===== src/rtl/controlador_entrada_pkg.sv =====
// Shared types and constants for the IN-instruction input responder.
package pacote_entrada;

   localparam int DEBOUNCE_CICLOS_PADRAO = 50000;
   localparam int LARGURA_SWITCH_PADRAO  = 16;
   localparam int LARGURA_DADO_PADRAO    = 32;

   localparam logic [4:0] OPCODE_IN = 5'd19;

   typedef enum logic [2:0] {
      OCIOSO,
      ESPERA_SOLTAR,
      ESPERA_APERTO,
      DEBOUNCE,
      CAPTURA,
      ESCRITA
   } estado_t;

   // Operator-facing wait: any state where a press can still be accepted or aborted.
   function automatic logic estado_aguardando(input estado_t e);
      return (e == ESPERA_SOLTAR) || (e == ESPERA_APERTO) || (e == DEBOUNCE);
   endfunction

   function automatic logic estado_dado_valido(input estado_t e);
      return (e == CAPTURA) || (e == ESCRITA);
   endfunction

endpackage


===== src/rtl/controlador_entrada_if.sv =====
// Board-pin / control-unit bundle of the input responder.
interface controlador_entrada_if import pacote_entrada::*; #(
   parameter int LARGURA_SWITCH = LARGURA_SWITCH_PADRAO,
   parameter int LARGURA_DADO   = LARGURA_DADO_PADRAO
);

   logic                      estagioEntradaUC;
   logic                      botao;
   logic [LARGURA_SWITCH-1:0] switches;
   logic                      estagioEntradaSwitch;
   logic                      estagioEntradaBanco;
   logic [LARGURA_DADO-1:0]   dadoSwitch;
   logic                      aguardando;

   modport master (
      output estagioEntradaUC,
      output botao,
      output switches,
      input  estagioEntradaSwitch,
      input  estagioEntradaBanco,
      input  dadoSwitch,
      input  aguardando
   );

   modport slave (
      input  estagioEntradaUC,
      input  botao,
      input  switches,
      output estagioEntradaSwitch,
      output estagioEntradaBanco,
      output dadoSwitch,
      output aguardando
   );

endinterface


===== src/rtl/controlador_entrada_sincronizador_2ff.sv =====
// Two-flop synchronizer for asynchronous board inputs; 2-cycle latency.
module sincronizador_2ff #(
   parameter int LARGURA = 1
) (
   input  logic               clock,
   input  logic               reset,
   input  logic [LARGURA-1:0] d,
   output logic [LARGURA-1:0] q
);

   logic [LARGURA-1:0] meta;

   always_ff @(posedge clock) begin
      if (reset) begin
         meta <= '0;
         q    <= '0;
      end else begin
         meta <= d;
         q    <= meta;
      end
   end

endmodule


===== src/rtl/controlador_entrada.sv =====
// Answers the IN-instruction stall: waits for a debounced button press, latches the
// switches and returns a data-valid pair plus a one-cycle register-bank write strobe.
module controlador_entrada import pacote_entrada::*; #(
   parameter int DEBOUNCE_CICLOS = DEBOUNCE_CICLOS_PADRAO,
   parameter int LARGURA_SWITCH  = LARGURA_SWITCH_PADRAO,
   parameter int LARGURA_DADO    = LARGURA_DADO_PADRAO
) (
   input  logic                 clock,
   input  logic                 reset,
   controlador_entrada_if.slave io
);

   localparam int LARGURA_CONT = (DEBOUNCE_CICLOS > 1) ? $clog2(DEBOUNCE_CICLOS) : 1;
   localparam logic [LARGURA_CONT-1:0] CONT_MAX = LARGURA_CONT'(DEBOUNCE_CICLOS - 1);

   logic                      botao_sinc;
   logic [LARGURA_SWITCH-1:0] switches_sinc;

   estado_t                   estado, estado_prox;
   logic [LARGURA_CONT-1:0]   contador, contador_prox;

   logic                      dado_valido_q;
   logic                      banco_q;
   logic                      aguardando_q;
   logic [LARGURA_DADO-1:0]   dado_q;

   sincronizador_2ff #(.LARGURA(1)) u_sinc_botao (
      .clock (clock),
      .reset (reset),
      .d     (io.botao),
      .q     (botao_sinc)
   );

   sincronizador_2ff #(.LARGURA(LARGURA_SWITCH)) u_sinc_switches (
      .clock (clock),
      .reset (reset),
      .d     (io.switches),
      .q     (switches_sinc)
   );

   always_ff @(posedge clock) begin
      if (reset) begin
         estado   <= OCIOSO;
         contador <= '0;
      end else begin
         estado   <= estado_prox;
         contador <= contador_prox;
      end
   end

   // Withdrawal of the request wins over any button activity while still waiting.
   always_comb begin
      estado_prox   = estado;
      contador_prox = contador;
      case (estado)
         OCIOSO: begin
            if (io.estagioEntradaUC) estado_prox = ESPERA_SOLTAR;
         end
         ESPERA_SOLTAR: begin
            if (!io.estagioEntradaUC) estado_prox = OCIOSO;
            else if (!botao_sinc)     estado_prox = ESPERA_APERTO;
         end
         ESPERA_APERTO: begin
            if (!io.estagioEntradaUC) begin
               estado_prox = OCIOSO;
            end else if (botao_sinc) begin
               contador_prox = '0;
               estado_prox   = DEBOUNCE;
            end
         end
         DEBOUNCE: begin
            if (!io.estagioEntradaUC)    estado_prox = OCIOSO;
            else if (!botao_sinc)        estado_prox = ESPERA_APERTO;
            else if (contador == CONT_MAX) estado_prox = CAPTURA;
            else                         contador_prox = contador + LARGURA_CONT'(1);
         end
         CAPTURA:  estado_prox = ESCRITA;
         ESCRITA:  estado_prox = ESPERA_SOLTAR;
         default:  estado_prox = OCIOSO;
      endcase
   end

   // Outputs are decoded from the next state so they are flops aligned with the state.
   always_ff @(posedge clock) begin
      if (reset) begin
         aguardando_q  <= 1'b0;
         dado_valido_q <= 1'b0;
         banco_q       <= 1'b0;
         dado_q        <= '0;
      end else begin
         aguardando_q  <= estado_aguardando(estado_prox);
         dado_valido_q <= estado_dado_valido(estado_prox);
         banco_q       <= (estado_prox == ESCRITA);
         if (estado_prox == CAPTURA) dado_q <= LARGURA_DADO'(switches_sinc);
      end
   end

   assign io.aguardando           = aguardando_q;
   assign io.estagioEntradaSwitch = dado_valido_q;
   assign io.estagioEntradaBanco  = banco_q;
   assign io.dadoSwitch           = dado_q;

endmodule

===== src/flat_wrapper.sv =====
// flat-port wrapper written by rule: the top's interface ports become plain ports
module controlador_entrada_flat import pacote_entrada::*;
#(
   parameter int DEBOUNCE_CICLOS = DEBOUNCE_CICLOS_PADRAO,
   parameter int LARGURA_SWITCH  = LARGURA_SWITCH_PADRAO,
   parameter int LARGURA_DADO    = LARGURA_DADO_PADRAO
)
  (clock, reset, io_estagioEntradaUC, io_botao, io_switches, io_estagioEntradaSwitch, io_estagioEntradaBanco, io_dadoSwitch, io_aguardando);
  controlador_entrada_if #(.LARGURA_SWITCH(LARGURA_SWITCH), .LARGURA_DADO(LARGURA_DADO)) io_i ();
  input  logic clock;
  input  logic reset;
  input wire logic [$bits(io_i.estagioEntradaUC)-1:0] io_estagioEntradaUC;
  input wire logic [$bits(io_i.botao)-1:0] io_botao;
  input wire logic [$bits(io_i.switches)-1:0] io_switches;
  output wire logic [$bits(io_i.estagioEntradaSwitch)-1:0] io_estagioEntradaSwitch;
  output wire logic [$bits(io_i.estagioEntradaBanco)-1:0] io_estagioEntradaBanco;
  output wire logic [$bits(io_i.dadoSwitch)-1:0] io_dadoSwitch;
  output wire logic [$bits(io_i.aguardando)-1:0] io_aguardando;
  assign io_i.estagioEntradaUC = io_estagioEntradaUC;
  assign io_i.botao = io_botao;
  assign io_i.switches = io_switches;
  assign io_estagioEntradaSwitch = io_i.estagioEntradaSwitch;
  assign io_estagioEntradaBanco = io_i.estagioEntradaBanco;
  assign io_dadoSwitch = io_i.dadoSwitch;
  assign io_aguardando = io_i.aguardando;
  controlador_entrada #(.DEBOUNCE_CICLOS(DEBOUNCE_CICLOS), .LARGURA_SWITCH(LARGURA_SWITCH), .LARGURA_DADO(LARGURA_DADO)) u_core (.clock(clock), .reset(reset), .io(io_i));
endmodule

===== config.mk =====
export PLATFORM = sky130hd
export DESIGN_NAME = controlador_entrada_flat
export DESIGN_NICKNAME = d
export VERILOG_FILES = /design/src/rtl/controlador_entrada_pkg.sv /design/src/rtl/controlador_entrada_if.sv /design/src/rtl/controlador_entrada_sincronizador_2ff.sv /design/src/rtl/controlador_entrada.sv /design/src/flat_wrapper.sv
export SDC_FILE = /design/constraint.sdc
export NUM_CORES = 1
export LEC_CHECK = 0
export CAP_MARGIN = 20
export CORE_MARGIN = 1.5
export CORE_UTILIZATION = 46
export DETAILED_ROUTE_END_ITERATION = 8
export GPL_ROUTABILITY_DRIVEN = 0
export HOLD_SLACK_MARGIN = 0.06
export PLACE_DENSITY = 0.78
export SKIP_CTS_REPAIR_TIMING = 1
export SYNTH_ARGS = -nofsm -noshare
export SYNTH_HDL_FRONTEND = slang
export SYNTH_SLANG_ARGS = --single-unit

===== constraint.sdc =====
create_clock -name clock -period 2.18 [get_ports clock]
set_input_delay 0.218 -clock clock [delete_from_list [all_inputs] [get_ports clock]]
set_output_delay 0.218 -clock clock [all_outputs]
set_load 0.005 [all_outputs]

Word level (Yosys, flattened, before mapping)
Index checks and enable logic that the tools add are counted.
- bits in registers: 72
- input bits: 20
- output and inout port bits: 35
- logic and storage cells: 48
- add/subtract/negate cells: 1
- equality and inequality tests: 16
- muxes and demuxes: 15
- reductions and logical operators: 6
- operator list (cell ; count):
    $mux 16 ; 5
    $pmux 16 s2 ; 1
    $mux 3 ; 8
    $pmux 3 s6 ; 1
    $add 16x1->16 const B ; 1
    $eq 16x16->1 const B ; 1
    $eq 3x2->1 const B ; 4
    $eq 3x3->1 const B ; 4
    $ne 2x2->1 const B ; 5
    $eq 3x1->1 const B ; 2
    $reduce_and 6->1 ; 1
    $logic_not 3->1 ; 1
    $logic_or 1x1->1 ; 3
    $reduce_bool 2->1 ; 1

Longest topological paths before layout
Gate-level depths: netlist of the first run.
- depth after elaboration: 8
- mapped depth: 7
- gate-level depth less buffers: 5

Hierarchy
Synthesis of the first run repeated with hierarchy kept, for this count alone.
- cell total of the unflattened synthesis: 281
- area total of the unflattened synthesis: 2836.5 um2
- by module, submodules not included (module ; times used ; cells each ; area each (um2) ; seq. area each (um2)):
    controlador_entrada ; 1 ; 210 ; 1920.6 ; 760.7
    sincronizador_2ff (u_core.u_sinc_switches) ; 1 ; 67 ; 863.3 ; 640.6
    sincronizador_2ff (u_core.u_sinc_botao) ; 1 ; 4 ; 52.6 ; 40.0

Worst setup path after synthesis of the first run
No wires, ideal clock.
- path type: reg-to-reg
- from: register u_core.contador[4]
- to: register u_core.dado_q[10] (netlist: u_core.io.dadoSwitch[10])
- arrival time: 2.040 ns
- setup slack: 0.068 ns
- cell stages (with the launch flop): 7
- path buffers: 2
- period minus slack after synthesis: 2.112 ns
- path through: dfxtp_1 or4_4 or4_4 buf_6 nor2_8 buf_12 mux2i_1
- cells in the longest elaborated chain, start to end: 6
- RTL lines (element ; line ; source):
    start, declared ; controlador_entrada.sv:20 ; logic [LARGURA_CONT-1:0] contador, contador_prox;
    start signal, assigned ; controlador_entrada.sv:47 ; contador <= contador_prox;
    $eq 16x16->1 ; controlador_entrada.sv:74 ; else if (contador == CONT_MAX) estado_prox = CAPTURA;
    $mux 3 ; controlador_entrada.sv:74 ;
    $mux 3 ; controlador_entrada.sv:73 ; else if (!botao_sinc) estado_prox = ESPERA_APERTO;
    $mux 3 ; controlador_entrada.sv:72 ; if (!io.estagioEntradaUC) estado_prox = OCIOSO;
    $pmux 3 s6 ; controlador_entrada.sv:55 ; case (estado)
    $eq 3x3->1 ; controlador_entrada.sv:94 ; if (estado_prox == CAPTURA) dado_q <= LARGURA_DADO'(switches_sinc);
    end signal, assigned ; controlador_entrada.sv:94 ;
    end, declared ; controlador_entrada.sv:25 ; logic [LARGURA_DADO-1:0] dado_q;
No other way between the ends.
A chain may end at the register's enable or synchronous reset.

Worst setup path after layout of the first run
- from: register u_core.contador[13]
- to: register u_core.dado_q[14] (netlist: u_core.io.dadoSwitch[14])
Same word-level chain as after synthesis.

==> results of run 1 <==
-- per-stage QoR --
step                      worst slack, ps  std cells
after CTS                            60.4        410
after floorplan                      68.0        300
final                                64.4        413
after global routing                 2.26        413
after global placement               43.8        396
after detailed placement            -16.0        396
-- area by class of cell --
cell class | instances | share of cell area
inverter | 8 | 0.00865
clock buffer | 10 | 0.0368
multi-input combinational | 192 | 0.345
tap | 75 | 0.0270
clock inverter | 4 | 0.0137
sequential | 72 | 0.416
timing repair buffer | 52 | 0.152
-- worst max-delay path, delay by kind of cell, from the launching register on --
kind                   cells  cell delay [ps]
AND/OR/NAND/NOR            3             1370
buffers and inverters      1              150
flip-flops                 1              330
multiplexers               1              180
-- logic make-up after synthesis --
logic type      after synthesis  share of synthesized area
compound gates               40                      0.100
other cells                   1                    0.00134
fa+ha+maj                     1                    0.00446
mux                          16                     0.0571
xor+xnor                      2                    0.00625
simple gates                117                      0.238
buf+inv                      36                     0.0781
flops                        72                      0.514
-- synth_stat cells, types with 3 or more instances --
cell type,number
buf_4,16
nand3_1,4
clkbuf_1,10
nor2_1,4
dfxtp_1,72
inv_1,7
nor2b_1,35
a21oi_1,10
nor4_1,4
nor3_1,4
mux2i_1,16
o21ai_0,4
o31ai_1,7
nand2_1,43
a21o_1,3
or4_1,7
-- how the worst min path moves through the flow --
stage / start / endpoint / slack [ps] / cells after the start
6_report: io_switches[0] / u_core.u_sinc_switches.meta[0] / 430 / 2
5_1_grt: io_switches[7] / u_core.u_sinc_switches.meta[7] / 430 / 2
4_1_cts: io_switches[12] / u_core.u_sinc_switches.meta[12] / 420 / 2
3_5_place_dp: u_core.u_sinc_switches.meta[12] / u_core.u_sinc_switches.q[12] / 420 / 1
3_3_place_gp: u_core.u_sinc_switches.meta[12] / u_core.u_sinc_switches.q[12] / 420 / 1
2_1_floorplan: io_botao / u_core.u_sinc_botao.meta / 350 / 1
-- metal layers --
| layer | part of all wire | vias to the layer above | global-route usage |
|---|---|---|---|
| met5 | 0 | - | 0 |
| met1 | 0.47 | 928 | 0.209 |
| met3 | 0.045 | 10 | 0.0427 |
| met4 | 0.023 | 0 | 0.100 |
| met2 | 0.46 | 70 | 0.260 |
| li1 | - | 1041 | - |
-- flip-flops by register name, indices dropped and copies added (netlist names) --
register                        flops
u_core.contador                    16
u_core.estado                       3
u_core.io.aguardando                1
u_core.io.dadoSwitch               16
u_core.io.estagioEntradaBanco       1
u_core.io.estagioEntradaSwitch      1
u_core.u_sinc_botao.meta            1
u_core.u_sinc_botao.q               1
u_core.u_sinc_switches.meta        16
u_core.u_sinc_switches.q           16
-- power groups by stage --
stage          clock network [mW]  logic, mW  registers [mW]
5_1_grt                      1.03      0.123            1.36
6_report                    0.963      0.109            1.36
3_3_place_gp                    0      0.107            1.39
4_1_cts                     0.982      0.109            1.36
3_5_place_dp                    0      0.109            1.39
2_1_floorplan                   0     0.0789            1.38
==> results.tsv, run 1 <==
metric	value	unit
FMAX	0.473	GHz
CP required	2440	ps
CP Launch Type	flop	
Post-Syn Instances	285	
Worst VDD drop	0.000381	V
Final Hold Slack	435	ps
DP HPWL	3.57	mm
final wirelength	5.11	mm
minimum clock period	2120	ps
clock buffer depth	2	
FF-to-FF path depth	5	
Post-synth EDFFs	0	
RSZ-0062 raised after global routing	no	
Pint	1.92	mW
synthesis-to-layout area growth	23.8	%
via count	2049	
Sw Pwr	0.513	mW
period utilisation layout	0.970	
setup TNS	0	ps
antenna diode count	0	
total grt overflow	0	
max cap viols	0	
endpoints failing hold	0	
# setup viols final	0	
synth unique cells	46	
register area	1440	µm²
most common cell after layout, fill and taps aside	dfxtp_1	
drt first pass iters	4	
flops & latches, synth	72	
number of H-tree levels	3	
asr flop ratio synth	0	
IO Count	55	
synth top area cells	dfxtp_1, nor2b_1, nand2_1, mux2i_1, buf_4	
fin nets	356	
post-route cell area	3470	µm²
Die W	81.1	µm
initial DRC count	148	
combinational power share	0.045	
Die Y	81.1	µm
layout cells sized above 1	0.109	
clock latency on the worst-skew pair	330	ps
area of the multi-input gates	1200	µm²
core area	5890	µm²
reg2reg setup slack	60	ps
die area	6570	µm²
Sink Count	72	
CTS tree	yes	
Final Total Pwr	2.43	mW
Sw Share	0.211	
CP max stage cell	or4_4	
PwrDens	701	nW/µm²
Post-route DRC	0	
CTS buffer count	9	
final core utilization	0.589	
Worst Path Arrival	2370	ps
first-pass GRT wire length	8.37	mm
# rows	28	
initial core utilization	0.476	
post-synthesis sequential area ratio	0.514	
Worst-path clk slew	70	ps
max incr delay on CP	640	ps
worst min-delay path class	in -> reg	
sequential power share	0.559	
Worst setup EP type	flop	
critical-path cell list	or4b_4 -> or4_4 -> nor2_8 -> buf_12 -> mux2i_1	
most frequent cells in the layout	dfxtp_1, nand2_1, clkdlybuf4s50_1, nor2b_1	
number of global-route vias before repair	1845	
Avg Vias per Cell	4.96	
clock power share	0.396	
CP Launch Point	u_core.contador[13]	
largest net degree at the start of global routing	33	
FILL cells	534	
WL per Instance	12.4	µm
reg-to-reg endpoint	u_core.io.dadoSwitch[14]	
Synth Warn #	0	
Setup CP Type	reg -> reg	
Static Leak	1.31	nW
Setup crit end	u_core.io.dadoSwitch[14]	
Synth top area share	0.514	
input/output buffers	38	
Top FF cell, synth	dfxtp_1	
synthesized area	2800	µm²
worst r2r src	u_core.contador[13]	
Avg Inst Size Synth	9.83	µm²
max-slew violation count	0	
post-route antenna net violation count	0	
maximum net fanout on the critical path	8	
initial antenna violation count	0	
area leader, netlist	dfxtp_1	
final setup skew	10.2	ps
clk root buf	clkbuf_8	
status	finished clean	
total track usage	0.168	
placed cell areas	3250	µm²
No activity file was read; power rests on OpenSTA's default activity.
==> inputs of run 2 (changes only) <==
- CORE_UTILIZATION: 46 -> 51
- PLACE_DENSITY: 0.78 -> 0.82
- clock period: 2.18 -> 2.4 ns (I/O delays scaled with it)
==> run 2 against run 1 <==
Compared with the run above: count of clock-buffer cells in the layout up 1; critical path depth is 1 lower; wire length shrank 3.2%; sequential power fell by 9.6%; sequential share of layout area rose by 1.3 points; critical path type unchanged.
==> results.tsv, run 2 (same netlist as run 1, synthesis figures left out) <==
metric	value	unit	change
die area	5950	µm²	-9.5%
clock buffer depth	2		unchanged
via count	2010		-1.9%
WL per Instance	12.4	µm	about the same
Worst-path clk slew	70	ps	about the same
initial antenna violation count	0		unchanged
Worst VDD drop	0.000624	V	+63%
Die W	77.1	µm	-4.8%
CTS tree	yes		
total grt overflow	0		unchanged
FF-to-FF path depth	4		-1
number of H-tree levels	3		unchanged
met1 usage	0.217		+0.00833
status	finished clean		
maximum net fanout on the critical path	18		+10
# rows	26		-7.1%
area of the multi-input gates	1200	µm²	unchanged
CP Launch Point	u_core.contador[10]		
RSZ-0062 raised after global routing	no		
Static Leak	1.25	nW	-4.9%
period utilisation layout	0.934		-0.0360
Die Y	77.1	µm	-4.8%
Sink Count	72		unchanged
PwrDens	663	nW/µm²	-5.3%
Avg Vias per Cell	5.03		+1.3%
total track usage	0.178		+0.0106
most frequent cells in the layout	dfxtp_1, nand2_1, clkdlybuf4s50_1, nor2b_1		
Worst Path Arrival	2500	ps	+130 ps
final setup skew	7.78	ps	-2.39 ps
input/output buffers	38		unchanged
endpoints failing hold	0		unchanged
IO Count	55		unchanged
register area	1440	µm²	-0.17%
core area	5200	µm²	-12%
met2 Track Usage GR	0.286		+0.0260
clk root buf	clkbuf_8		
# setup viols final	0		unchanged
Setup crit end	u_core.io.dadoSwitch[2]		
reg2reg setup slack	160	ps	+90 ps
worst r2r src	u_core.contador[10]		
CP required	2660	ps	+220 ps
fin nets	346		-2.8%
Slew @ Worst Pin	563	ps	
worst min-delay path class	reg -> reg		
synthesis-to-layout area growth	19.8	%	
grt peak-use layer	met2		
final wirelength	4.94	mm	-3.2%
CP Launch Type	flop		
largest net degree at the start of global routing	44		+33%
minimum clock period	2240	ps	+127 ps
FMAX	0.446	GHz	-5.7%
max cap viols	0		unchanged
CTS buffer count	9		unchanged
Post-route DRC	0		unchanged
first-pass GRT wire length	8.29	mm	-0.91%
initial core utilization	0.538		+0.0623
max-slew violation count	0		unchanged
DP HPWL	3.49	mm	-2.2%
Worst setup EP type	flop		
initial DRC count	121		-18%
FILL cells	429		-20%
post-route cell area	3360	µm²	-3.2%
reg-to-reg endpoint	u_core.io.dadoSwitch[2]		
clock latency on the worst-skew pair	330	ps	about the same
antenna diode count	0		unchanged
grt met3 use	0.0524		+0.00968
post-route antenna net violation count	0		unchanged
Setup CP Type	reg -> reg		
drt first pass iters	4		unchanged
slew margin rel.	0.624		
placed cell areas	3170	µm²	-2.6%
most common cell after layout, fill and taps aside	dfxtp_1		
number of global-route vias before repair	1849		+0.22%
layout cells sized above 1	0.0788		-0.0307
setup TNS	0	ps	unchanged
==> run 2: cell types whose count changed in the layout (fill, tap and decap cells not counted) <==
cell,before,now
clkbuf_16,1,0
dfxtp_2,2,0
dfxtp_1,70,72
clkbuf_1,1,2
buf_4,11,4
buf_12,2,0
clkinvlp_4,1,3
clkinv_2,2,1
==> run 2: cell type report <==
cell class,instances,area share
Clock inverter,5,0.0171
Tap cell,70,0.0261
Inverter,8,0.00895
Timing Repair Buffer,42,0.122
Multi-Input combinational cell,192,0.357
Clock buffer,11,0.0391
Sequential cell,72,0.429
==> run 2: layer usage <==
layer  up-vias  part of all wire
met5         -                 0
met4         0             0.017
met3         9             0.046
met2        54              0.48
met1       923              0.46
li1       1024                 -
==> run 2: per-stage QoR <==
stage	power [mW]	worst slack [ps]	cells	hold slack [ps]	util
after floorplan	1.33	288	300	368	-
after global placement	1.35	194	384	419	0.609
after detailed placement	1.36	97.5	384	420	0.609
after CTS	2.25	164	400	437	0.645
after global routing	2.31	50.9	400	448	0.645
final	2.23	157	400	435	0.645
==> run 2: worst min path at each step <==
| stage | from | slack (ps) | to | cells after the start |
|---|---|---|---|---|
| after floorplan | io_botao | 370 | u_core.u_sinc_botao.meta | 1 |
| after global placement | u_core.u_sinc_switches.meta[13] | 420 | u_core.u_sinc_switches.q[13] | 1 |
| after detailed placement | u_core.u_sinc_switches.meta[6] | 420 | u_core.u_sinc_switches.q[6] | 1 |
| after CTS | u_core.u_sinc_switches.q[14] | 440 | u_core.io.dadoSwitch[14] | 2 |
| after global routing | io_switches[8] | 450 | u_core.u_sinc_switches.meta[8] | 2 |
| final | u_core.u_sinc_switches.meta[6] | 440 | u_core.u_sinc_switches.q[6] | 1 |
==> run 2: power breakdown <==
group	internal [mW]	total [mW]	switching, mW
clock	0.478	0.899	0.420
combinational	0.0499	0.0950	0.0451
sequential	1.22	1.23	0.0100
total	1.75	2.23	0.475
==> run 2: worst max-delay path: stages (launching register included) <==
cell	delay, ps
dfxtp_1	360
or4b_4	570
or4_4	620
nor2_8	370
mux2i_1	240
==> RTL change 1, RTL diff (flow settings as in run 2) <==
Reset style: asynchronous (`reset`), changed in 3 clocked blocks.
--- a/src/rtl/controlador_entrada_sincronizador_2ff.sv
+++ b/src/rtl/controlador_entrada_sincronizador_2ff.sv
@@ -10,7 +10,7 @@
 
    logic [LARGURA-1:0] meta;
 
-   always_ff @(posedge clock) begin
+   always_ff @(posedge clock or posedge reset) begin
       if (reset) begin
          meta <= '0;
          q    <= '0;
--- a/src/rtl/controlador_entrada.sv
+++ b/src/rtl/controlador_entrada.sv
@@ -38,7 +38,7 @@
       .q     (switches_sinc)
    );
 
-   always_ff @(posedge clock) begin
+   always_ff @(posedge clock or posedge reset) begin
       if (reset) begin
          estado   <= OCIOSO;
          contador <= '0;
@@ -81,7 +81,7 @@
    end
 
    // Outputs are decoded from the next state so they are flops aligned with the state.
-   always_ff @(posedge clock) begin
+   always_ff @(posedge clock or posedge reset) begin
       if (reset) begin
          aguardando_q  <= 1'b0;
          dado_valido_q <= 1'b0;
Check against the original RTL: differs if reset is asserted again (counterexample within 4 cycles, from zero or initial values and one cycle with reset high); with reset held inactive, the same outputs for 10 cycles.
==> RTL change 1 against run 2 <==
Non-clock buffer count unchanged. Setup slack improved by 270 ps. Sequential cell count unchanged. Routed wire length is 5.9% lower. Largest power group unchanged. Total power up 3.5%. Final area shrank 0.15%. Critical path type unchanged. Largest cell class unchanged. Clock power up 5.1%. Synthesized area down 1.1%.
==> RTL change 1: results (changes against run 2) <==
- Status: complete, no violations
- Initial antenna violation count: 0 (unchanged)
- Routed WL per cell: 14.3 um (+16%)
- Largest net degree at the start of global routing: 38 (-14%)
- DRT Pass-1 Iters: 4 (unchanged)
- Top cells by area, synth: dfrtp_1 65%, mux2_2 6.5%, buf_4 4.9%
- Vias in the first global route: 1684 (-8.9%)
- CTS root buf: clkbuf_8
- Fin. Hold Viols: 0 (unchanged)
- Post-synth top cells: 72 x dfrtp_1, 18 x buf_4, 16 x mux2_2, 10 x o21ai_0
- Buffers on Ports: 38 (unchanged)
- Total vias in the final route: 1716 (-15%)
- Sequential area share after synthesis: 0.650 (+0.136)
- Leakage power: 1.52 nW (+22%)
- Layout cell share with drive strength beyond 1: 0.165 (+0.0859)
- DRT iter0 DRCs: 150 (+24%)
- Ys async rst share: 1.00 (+1.00)
- Post-DP HPWL: 3.16 mm (-9.4%)
- CTS Buf Count: 9 (unchanged)
- Final Skew: 12.0 ps (+4.26 ps)
- Critical path's slowest cell: dfrtp_1
- # diodes: 0 (unchanged)
- # fillers: 387 (-9.8%)
- Max VDD drop: 535 uV (-14%)
- Min-Delay Path Class: primary input to async pin
- First-pass GRT wire length: 8.06 mm (-2.8%)
- Net Switching: 479 uW (+0.82%)
- CP max stage delay: 510 ps (-110 ps)
- Total GRT Usage: 0.180 (+0.00182)
- Ys flop type: dfrtp_1
- Final #Nets: 272 (-21%)
- Clock transition at path regs: about 80 ps
- Yosys warning count: 0 (unchanged)
- Maximum buffer depth of the clock tree: 2 (unchanged)
- CP top delay family: simple AND/OR/NAND/NOR gates
- Unique cell type count in the Yosys netlist: 38 (-17%)
- CP Max Fanout: 18 (unchanged)
- H-tree depth: 3 (unchanged)
- Arr. time, crit path: 2190 ps (-310 ps)
## RTL change 1: layout make-up
type	instances	share of cell area
clock buffer	11	0.0452
clock inverter	4	0.0153
inverter	3	0.00336
multi-input combinational	123	0.250
sequential	72	0.538
tap	70	0.0261
timing repair buffer	42	0.122
## RTL change 1: through the flow
step / std cells / setup WS [ps] / power (mW) / cell area [sq um] / util
after floorplan: 223 / 335 / 1.35 / 2830 / -
after global placement: 310 / 442 / 1.38 / 3150 / 0.609
after detailed placement: 310 / 411 / 1.38 / 3150 / 0.609
after CTS: 325 / 422 / 2.33 / 3350 / 0.648
after global routing: 325 / 319 / 2.41 / 3350 / 0.648
final: 325 / 430 / 2.30 / 3350 / 0.648
## RTL change 1: cells by family (layout without fill, tap and decap cells)
logic type                 after synthesis  after routing  share of synthesized area
AOI/OAI and AO/OA                       31             31                     0.0691
xor gates and xnor gates                 3              3                    0.00948
adders and majority gates                1              1                    0.00451
buffers and inverters                   28             60                     0.0686
DFF                                     72             72                      0.650
muxes                                   16             16                     0.0650
other                                    1             16                    0.00135
and+or+nand+nor                         56             56                      0.132
## RTL change 1: power by group through the flow
stage / Clock, mW / Sequential (mW) / Combinational, mW
2_1_floorplan: 0 / 1.28 / 0.0664
3_3_place_gp: 0 / 1.29 / 0.0886
3_5_place_dp: 0 / 1.29 / 0.0912
4_1_cts: 0.969 / 1.27 / 0.0911
5_1_grt: 1.03 / 1.27 / 0.103
6_report: 0.945 / 1.27 / 0.0892
## RTL change 1: path summary, 6_finish.rpt
kind | startpoint | end | slack (ps) | cells past startpoint
max | u_core.estado[1] | u_core.io.dadoSwitch[6] | 430 | 5
min | reset | u_core.u_sinc_switches.q[11] | 330 | 3
max reg2reg | u_core.estado[1] | u_core.io.dadoSwitch[6] | 430 | 5
min reg2reg | u_core.u_sinc_switches.meta[14] | u_core.u_sinc_switches.q[14] | 350 | 0
max in group asynchronous | reset | u_core.contador[8] | 1730 | 3
min in group clock | io_switches[8] | u_core.u_sinc_switches.meta[8] | 340 | 1
## RTL change 1: layer usage
metal | GRT usage | vias up | part of all wire
met4 | 0.0907 | 0 | 0.022
met3 | 0.0440 | 11 | 0.048
li1 | - | 792 | -
met5 | 0 | - | 0
met2 | 0.296 | 61 | 0.50
met1 | 0.221 | 852 | 0.43
## RTL change 1: tightest hold or removal path, cell delays in order
cell and delay [ps]:
clkdlybuf4s50_1 410, inv_2 60, buf_4 390
==> RTL change 2, RTL diff (settings of run 2) <==
Made on the original files. Change the package constant `DEBOUNCE_CICLOS_PADRAO` from 50000 to 100000.
--- a/src/rtl/controlador_entrada_pkg.sv
+++ b/src/rtl/controlador_entrada_pkg.sv
@@ -1,7 +1,7 @@
 // Shared types and constants for the IN-instruction input responder.
 package pacote_entrada;
 
-   localparam int DEBOUNCE_CICLOS_PADRAO = 50000;
+   localparam int DEBOUNCE_CICLOS_PADRAO = 100000;
    localparam int LARGURA_SWITCH_PADRAO  = 16;
    localparam int LARGURA_DADO_PADRAO    = 32;
 
Behaviour: same outputs for any inputs over 10 cycles, from zero or initial values and one cycle with reset high; that may be too few to reach the edited logic, so the function may still have changed.
==> RTL change 2 against run 2 <==
Setup slack worse by 84 ps. Synthesized area is 3.4% lower. Final area is 3.1% lower. Sequential cell count is 1 higher. Routed wire length is 6.4% lower. First-iteration DRC count is 17% higher. Largest power group unchanged. Highest routed layer unchanged. Total power is 3.1% lower. Global-route usage is 0.11 points lower.
==> RTL change 2: results (changes against run 2) <==
- Final #Nets: 351 (+1.4%)
- H-tree depth: 3 (unchanged)
- Total vias in the final route: 1964 (-2.3%)
- First-pass GRT wire length: 7.40 mm (-11%)
- Largest net degree at the start of global routing: 31 (-30%)
- # fillers: 441 (+2.8%)
- Post-DP HPWL: 3.11 mm (-11%)
- Min-Delay Path Class: primary input to register
- Leakage power: 1.19 nW (-4.3%)
- Vias/cell: 4.85 (-3.5%)
- CTS root buf: clkbuf_8
- Placed Area: 3080 sq um (-2.7%)
- Design area: 3250 sq um (-3.1%)
- Drt total wl: 4.63 mm (-6.4%)
- CP top delay family: simple AND/OR/NAND/NOR gates
- CP max stage delay: 550 ps (-70 ps)
- Ys async rst share: 0 (unchanged)
- DRT iter0 DRCs: 141 (+17%)
- Largest reg by FF count: u_core.contador
- Synth Instances: 288 (+1.1%)
- Sequential area share after synthesis: 0.540 (+0.0255)
- CTS Buf Count: 9 (unchanged)
- Worst skew pair latency: 340 ps
- # diodes: 0 (unchanged)
- Vias in the first global route: 1708 (-7.6%)
- Status: complete, no violations
- CP Max Fanout: 18 (unchanged)
- Initial antenna violation count: 0 (unchanged)
- Unique cell type count in the Yosys netlist: 39 (-15%)
- DRT Pass-1 Iters: 4 (unchanged)
- Max reg flops: 17
- Place WS: 112 ps (+14.3 ps)
- Final Skew: 4.84 ps (-2.94 ps)
- Top cells by area, synth: dfxtp_1 54%, nor2b_1 8.3%, nand2_1 5.7%
- Inst Count DP: 389 (+1.3%)
- Clock transition at path regs: 70 ps (about the same)
- Buffers on Ports: 38 (unchanged)
- Yosys warning count: 0 (unchanged)
- Maximum buffer depth of the clock tree: 2 (unchanged)
- Layout cell share with drive strength beyond 1: 0.0866 (+0.00778)
- Max VDD drop: 428 uV (-31%)
- Critical path's slowest cell: or4_4
- Arr. time, crit path: 2550 ps (+50 ps)
- Total GRT Usage: 0.177 (-0.00110)
- Post-synth top cells: 73 x dfxtp_1, 41 x nand2_1, 36 x nor2b_1, 20 x a21oi_1, 19 x nor2_1
[RTL change 2: changes by cell type after synthesis, moves of 4 or more]
cell             run 2  this run
mux2i_1             16         0
nor4_1               4         0
inv_1                7         3
o31ai_1              7         1
o211ai_1             0         4
a21oi_1             10        20
xor2_1               1         9
nand3_1              4         8
nor2_1               4        19
[RTL change 2: metal layers]
metal  vias to the layer above  part of all wire  routed length [um]  GRT usage
met4                         0             0.029                 133      0.119
li1                       1009                 -                   -          -
met3                        10             0.059                 274     0.0516
met5                         -                 0                   0          0
met2                        67              0.44                2010      0.264
met1                       878              0.48                2200      0.221
[RTL change 2: final cells by class]
class | count | share of cell area
inverters | 3 | 0.00346
clock inverters | 6 | 0.0135
multi-input cells | 200 | 0.341
well taps | 70 | 0.0269
clock buffers | 10 | 0.0392
repair buffers | 43 | 0.127
flip-flops and latches | 73 | 0.449
[RTL change 2: where the power goes]
group          total (mW)  switching (mW)  internal, mW
clock               0.822           0.446         0.376
combinational      0.0855          0.0381        0.0473
sequential           1.25         0.00978          1.24
[RTL change 2: cell families (layout without fill, tap and decap cells)]
| kind of cell | Yosys count | count (layout) | share of synthesized area |
|---|---|---|---|
| buffers and inverters | 30 | 62 | 0.0712 |
| AND/OR/NAND/NOR | 136 | 136 | 0.267 |
| XOR/XNOR | 11 | 11 | 0.0356 |
| adder cells (fa/ha/maj) | 1 | 1 | 0.00462 |
| AO/OA/AOI/OAI | 36 | 36 | 0.0804 |
| flip-flops | 73 | 73 | 0.540 |
| other | 1 | 16 | 0.00138 |
[RTL change 2: worst register-to-register path, cell delays in order, from the launching register on]
cell and delay, ps:
dfxtp_1 450, or4b_4 510, or4_4 550, or3_1 350, buf_4 210, nand2_1 90
a21oi_1 60
[RTL change 2: worst paths after layout]
path | start | to | slack [ps] | cells past startpoint
setup / recovery | u_core.contador[7] | u_core.io.dadoSwitch[9] | 70 | 6
hold / removal | reset | u_core.u_sinc_switches.meta[1] | 330 | 2
setup reg to reg | u_core.contador[7] | u_core.io.dadoSwitch[9] | 70 | 6
hold reg to reg | u_core.u_sinc_switches.meta[8] | u_core.u_sinc_switches.q[8] | 440 | 1
